$ cat config.mk
export PLATFORM = sky130hd
export DESIGN_NAME = ecg_frame_buffer
export DESIGN_NICKNAME = d
export VERILOG_FILES = /design/src/rtl/ecg_frame_buffer.sv
export SDC_FILE = /design/constraint.sdc
export NUM_CORES = 1
export LEC_CHECK = 0
export CAP_MARGIN = 10
export CORE_ASPECT_RATIO = 0.6
export CORE_MARGIN = 2
export CORE_UTILIZATION = 32
export DETAILED_ROUTE_END_ITERATION = 7
export PLACE_DENSITY = 0.6
export SYNTH_ARGS = -nofsm -noshare
export SYNTH_HDL_FRONTEND = slang
export SYNTH_SLANG_ARGS = --single-unit
$ cat constraint.sdc
create_clock -name clk -period 1.8 [get_ports clk]
set_input_delay 0.36 -clock clk [delete_from_list [all_inputs] [get_ports clk]]
set_output_delay 0.36 -clock clk [all_outputs]
set_load 0.03 [all_outputs]
$ cat src/rtl/ecg_frame_buffer.sv
// ecg_frame_buffer: ping-pong buffer that packs 8 signed samples into a frame with its base sample
module ecg_frame_buffer #(
  parameter int W    = 16,
  parameter int SEQW = 8
) (
  input  logic            clk,
  input  logic            rst_n,
  input  logic            s_valid,
  output logic            s_ready,
  input  logic [W-1:0]    s_data,
  output logic            frame_valid,
  input  logic            frame_ready,
  output logic [W-1:0]    b,
  output logic [W-1:0]    x1,
  output logic [W-1:0]    x2,
  output logic [W-1:0]    x3,
  output logic [W-1:0]    x4,
  output logic [W-1:0]    x5,
  output logic [W-1:0]    x6,
  output logic [W-1:0]    x7,
  output logic [W-1:0]    x8,
  output logic [SEQW-1:0] frame_seq,
  output logic            overrun
);
  logic [W-1:0] mem [2][8];
  logic [1:0]   full;
  logic [1:0]   fset;
  logic [1:0]   fclr;
  logic         wb;
  logic         rb;
  logic [2:0]   wi;
  logic [7:0]   ocnt;
  logic         s_acc;
  logic         f_acc;
  logic         stall;
  // s_ready looks only at registered state so the producer never sees frame_ready combinationally
  assign s_ready     = !full[wb];
  assign frame_valid = full[rb];
  assign s_acc       = s_valid && s_ready;
  assign f_acc       = frame_valid && frame_ready;
  assign stall       = s_valid && !s_ready;
  assign fset        = (s_acc && wi == 3'd7) ? (wb ? 2'b10 : 2'b01) : 2'b00;
  assign fclr        = f_acc ? (rb ? 2'b10 : 2'b01) : 2'b00;
  assign x1 = mem[rb][0];
  assign x2 = mem[rb][1];
  assign x3 = mem[rb][2];
  assign x4 = mem[rb][3];
  assign x5 = mem[rb][4];
  assign x6 = mem[rb][5];
  assign x7 = mem[rb][6];
  assign x8 = mem[rb][7];
  always_ff @(posedge clk or negedge rst_n) begin
    if (!rst_n) begin
      for (int i = 0; i < 2; i++)
        for (int j = 0; j < 8; j++)
          mem[i][j] <= '0;
      full      <= '0;
      wb        <= 1'b0;
      rb        <= 1'b0;
      wi        <= '0;
      b         <= '0;
      frame_seq <= '0;
      ocnt      <= '0;
      overrun   <= 1'b0;
    end else begin
      if (s_acc) begin
        mem[wb][wi] <= s_data;
        wi          <= wi + 3'd1;
        if (wi == 3'd7) wb <= !wb;
      end
      full <= (full | fset) & ~fclr;
      if (f_acc) begin
        rb        <= !rb;
        b         <= mem[rb][7];
        frame_seq <= frame_seq + SEQW'(1);
      end
      // counter saturates at 255; the 256th consecutive stall cycle latches overrun
      ocnt <= stall ? ocnt + 8'(ocnt != 8'hff) : 8'd0;
      if (stall && ocnt == 8'hff) overrun <= 1'b1;
    end
  end
endmodule
==> metrics.md <==
| Metric | Value |
|---|---|
| CTS tree | `done` |
| Vias | `7901` |
| Failing checks | `negative setup slack` |
| Worst-Skew Late Latency | `0.57 ns` |
| Syn Std Cell Area | `12870 um2` |
| Drt first pass iters | `4` |
| Asr flop ratio synth | `1.000` |
| HP Class | `primary input to asynchronous set/reset pin` |
| Worst path required time | `1.44 ns` |
| Leak | `8.401 nW` |
| Final slew viol count | `0` |
| Synth cell types | `33` |
| Global-route wire length before repair | `52150 um` |
| Syn avg cell area | `15.15 um2` |
| Count leader, synth | `mux2_2` |
| Core area | `39380 um2` |
| Vias in the first global route | `8261` |
| Max_cap viols | `0` |
| CTS H-tree lvls | `1` |
| Layout cells sized above 1 | `0.6392` |
| Largest net degree at the start of global routing | `58` |
| Logic pwr share | `0.506` |
| Top cells by area, synth | `dfrtp_1, mux2_2, buf_2` |
| Status | `complete, but fails checks` |
| RSZ-0062 raised after global routing | `true` |
| Hold WS | `0.3821 ns` |
| DR WL/cell | `21.67 um` |
| Port Buffer Count | `174` |
| Worst rel slew slack | `0.5734` |
| Vert. Die Dim | `159.4 um` |
| # fillers | `3556` |
| Gate Count Post-Synth | `850` |
| Register area share after synthesis | `0.5753` |
| Number of enable flip-flop cells after synthesis | `0` |
| Max Clock Skew | `0.01637 ns` |
| Drt drc | `0` |
| Final worst slack | `-0.5400 ns` |
| Diode count | `0` |
| Crit. End Element | `primary output` |
| Register Area | `7417 um2` |
| Final setup violation count | `211` |
| IO Pins | `175` |
| Reg power frac | `0.310` |
| Max VDD drop | `0.001111 V` |
| Internal | `0.02286 W` |
| Final min period | `2.340 ns` |
| # rows | `56` |
| Chip Width | `263.0 um` |
| P per Cell Area | `2095 nW/um2` |
| Die ar. | `41910 um2` |
| Footprint of the multi-input gates | `5502 um2` |
| Clk pin slew, worst setup/hold paths | `0.06 ns` |
| Crit Path Max Fanout | `8` |
| Synth top area share | `0.5753` |
| Critical Path Source Type | `flip-flop` |
| Detailed Place HPWL | `21870 um` |
| WS Path Type | `flip-flop to primary output` |
| Clock network fraction of design power | `0.184` |
| CTS buffer count | `30` |
| Synthesis-to-layout area growth | `36.31%` |
| Vias per Instance | `4.788` |
| Post-synth top area cell | `dfrtp_1` |
| Max Freq | `0.4274 GHz` |
| Ratio of final minimum period to clock period | `1.300` |
| Pre-CTS setup slack | `-0.3712 ns` |
| Routed wire length | `35760 um` |
| Total power | `0.03677 W` |
| Post-synth top flop | `dfrtp_1` |
| Post-Syn Nets | `875` |
| Syn. warnings | `0` |
| Gpl congestion | `0.7364` |
| Synth cell count leaders | `mux2_2, dfrtp_1, buf_2` |
| Iteration-0 DRC Markers | `400` |
| Root buffer cell | `clkbuf_16` |
| NetSw | `0.01391 W` |
| Global route overflow | `0` |
| CP arrival | `1.98 ns` |
| CTS Buffer Depth | `3` |
| Initial antenna violation count | `0` |
| CTS Sinks | `296` |
| Fin. Hold Viols | `0` |
| Total track usage | `0.1600` |
| Nets | `1131` |
| Post-DRT Antenna Nets | `0` |
| Initial Util | `0.3270` |
| Worst Tran Pin Value | `0.6379 ns` |
| Sw Ratio | `0.3784` |
| Yosys reg bits | `296` |
## placed cells by master, fill, tap and decap left out, types with 15 or more instances in the layout
master,count
buf_12,26
buf_2,62
buf_4,69
buf_6,56
clkbuf_16,41
clkdlybuf4s50_1,18
dfrtp_1,290
dlygate4sd2_1,19
mux2_2,344
mux2_4,59
nand2_1,15
## power groups by stage
stage | clock [W] | combinational (W) | sequential, W
after global routing | 0.00728 | 0.0197 | 0.0118
final | 0.00676 | 0.0186 | 0.0114
after floorplan | 0 | 0.0110 | 0.0111
after CTS | 0.00694 | 0.0181 | 0.0113
after detailed placement | 0 | 0.0176 | 0.0115
after global placement | 0 | 0.0174 | 0.0114
## worst max-delay path: stages, from the launching register on
cell and delay [ns]:
dfrtp_4 0.49, buf_12 0.17, buf_16 0.15, buf_8 0.13, mux2_4 0.33, buf_6 0.15
## per-layer routing
| metal | up-vias | track usage | routed length, um |
|---|---|---|---|
| met4 | 0 | 0.02156 | 423 |
| met5 | - | 0 | 0 |
| met3 | 38 | 0.03217 | 1603 |
| li1 | 3562 | - | - |
| met2 | 152 | 0.2437 | 15480 |
| met1 | 4149 | 0.2400 | 18260 |
## registers in the layout, indices dropped and copies added (netlist names)
name,cells
rb,1
overrun,1
ocnt,8
wi,3
mem,256
full,2
b,16
wb,1
frame_seq,8
## timing repair
action | in CTS | in global routing
setup endpoints to repair | 173 | 336
endpoints found under the hold margin | 48 | 0
cloned | 3 | 11
buffers inserted | 13 | 8
resized for setup | 409 | 269
hold buffers | 1 | 0
pin swaps | 0 | 5
## metrics by stage
step / cells / utilization / cell area [um2] / setup TNS (ns)
final: 1650 / 0.4457 / 17550 / -64.47
after global routing: 1650 / 0.4457 / 17550 / -79.03
after floorplan: 850 / - / 12880 / 0
after global placement: 1560 / 0.4001 / 15750 / -102.69
after CTS: 1631 / 0.4354 / 17140 / -76.53
after detailed placement: 1560 / 0.4001 / 15750 / -107.03
## final timing paths
kind | start | endpoint | slack, ns | cells after the start
max | rb$_DFFE_PN0N_ | x7[1] | -0.54 | 5
min | rst_n | mem[0]$_DFFE_PN0P_ | 0.38 | 2
max reg2reg | rb$_DFFE_PN0N_ | frame_seq[1]$_DFFE_PN0N_ | -0.19 | 8
min reg2reg | overrun$_DFFE_PN0P_ | overrun$_DFFE_PN0P_ | 0.47 | 1
max in group asynchronous | rst_n | mem[63]$_DFFE_PN0P_ | 0.73 | 3
min in group clk | overrun$_DFFE_PN0P_ | overrun$_DFFE_PN0P_ | 0.47 | 1
## cell type report
cell class | instances | share of cell area
Clock inverter | 18 | 0.01333
Multi-Input combinational cell | 495 | 0.3135
Tap cell | 522 | 0.03722
Timing Repair Buffer | 280 | 0.1650
Inverter | 3 | 0.0007843
Clock buffer | 36 | 0.04755
Sequential cell | 296 | 0.4226
## cells by family (layout without fill, tap and decap cells)
logic type / count (synthesis) / in the layout / share of synthesized area
AOI/OAI and AO/OA: 12 / 12 / 0.005443
xor gates and xnor gates: 12 / 12 / 0.008163
adders and majority gates: 5 / 5 / 0.004859
buffers and inverters: 59 / 337 / 0.02293
DFF: 296 / 296 / 0.5753
muxes: 405 / 405 / 0.3541
and+or+nand+nor: 61 / 61 / 0.02915
No activity file was read; power rests on OpenSTA's default activity.
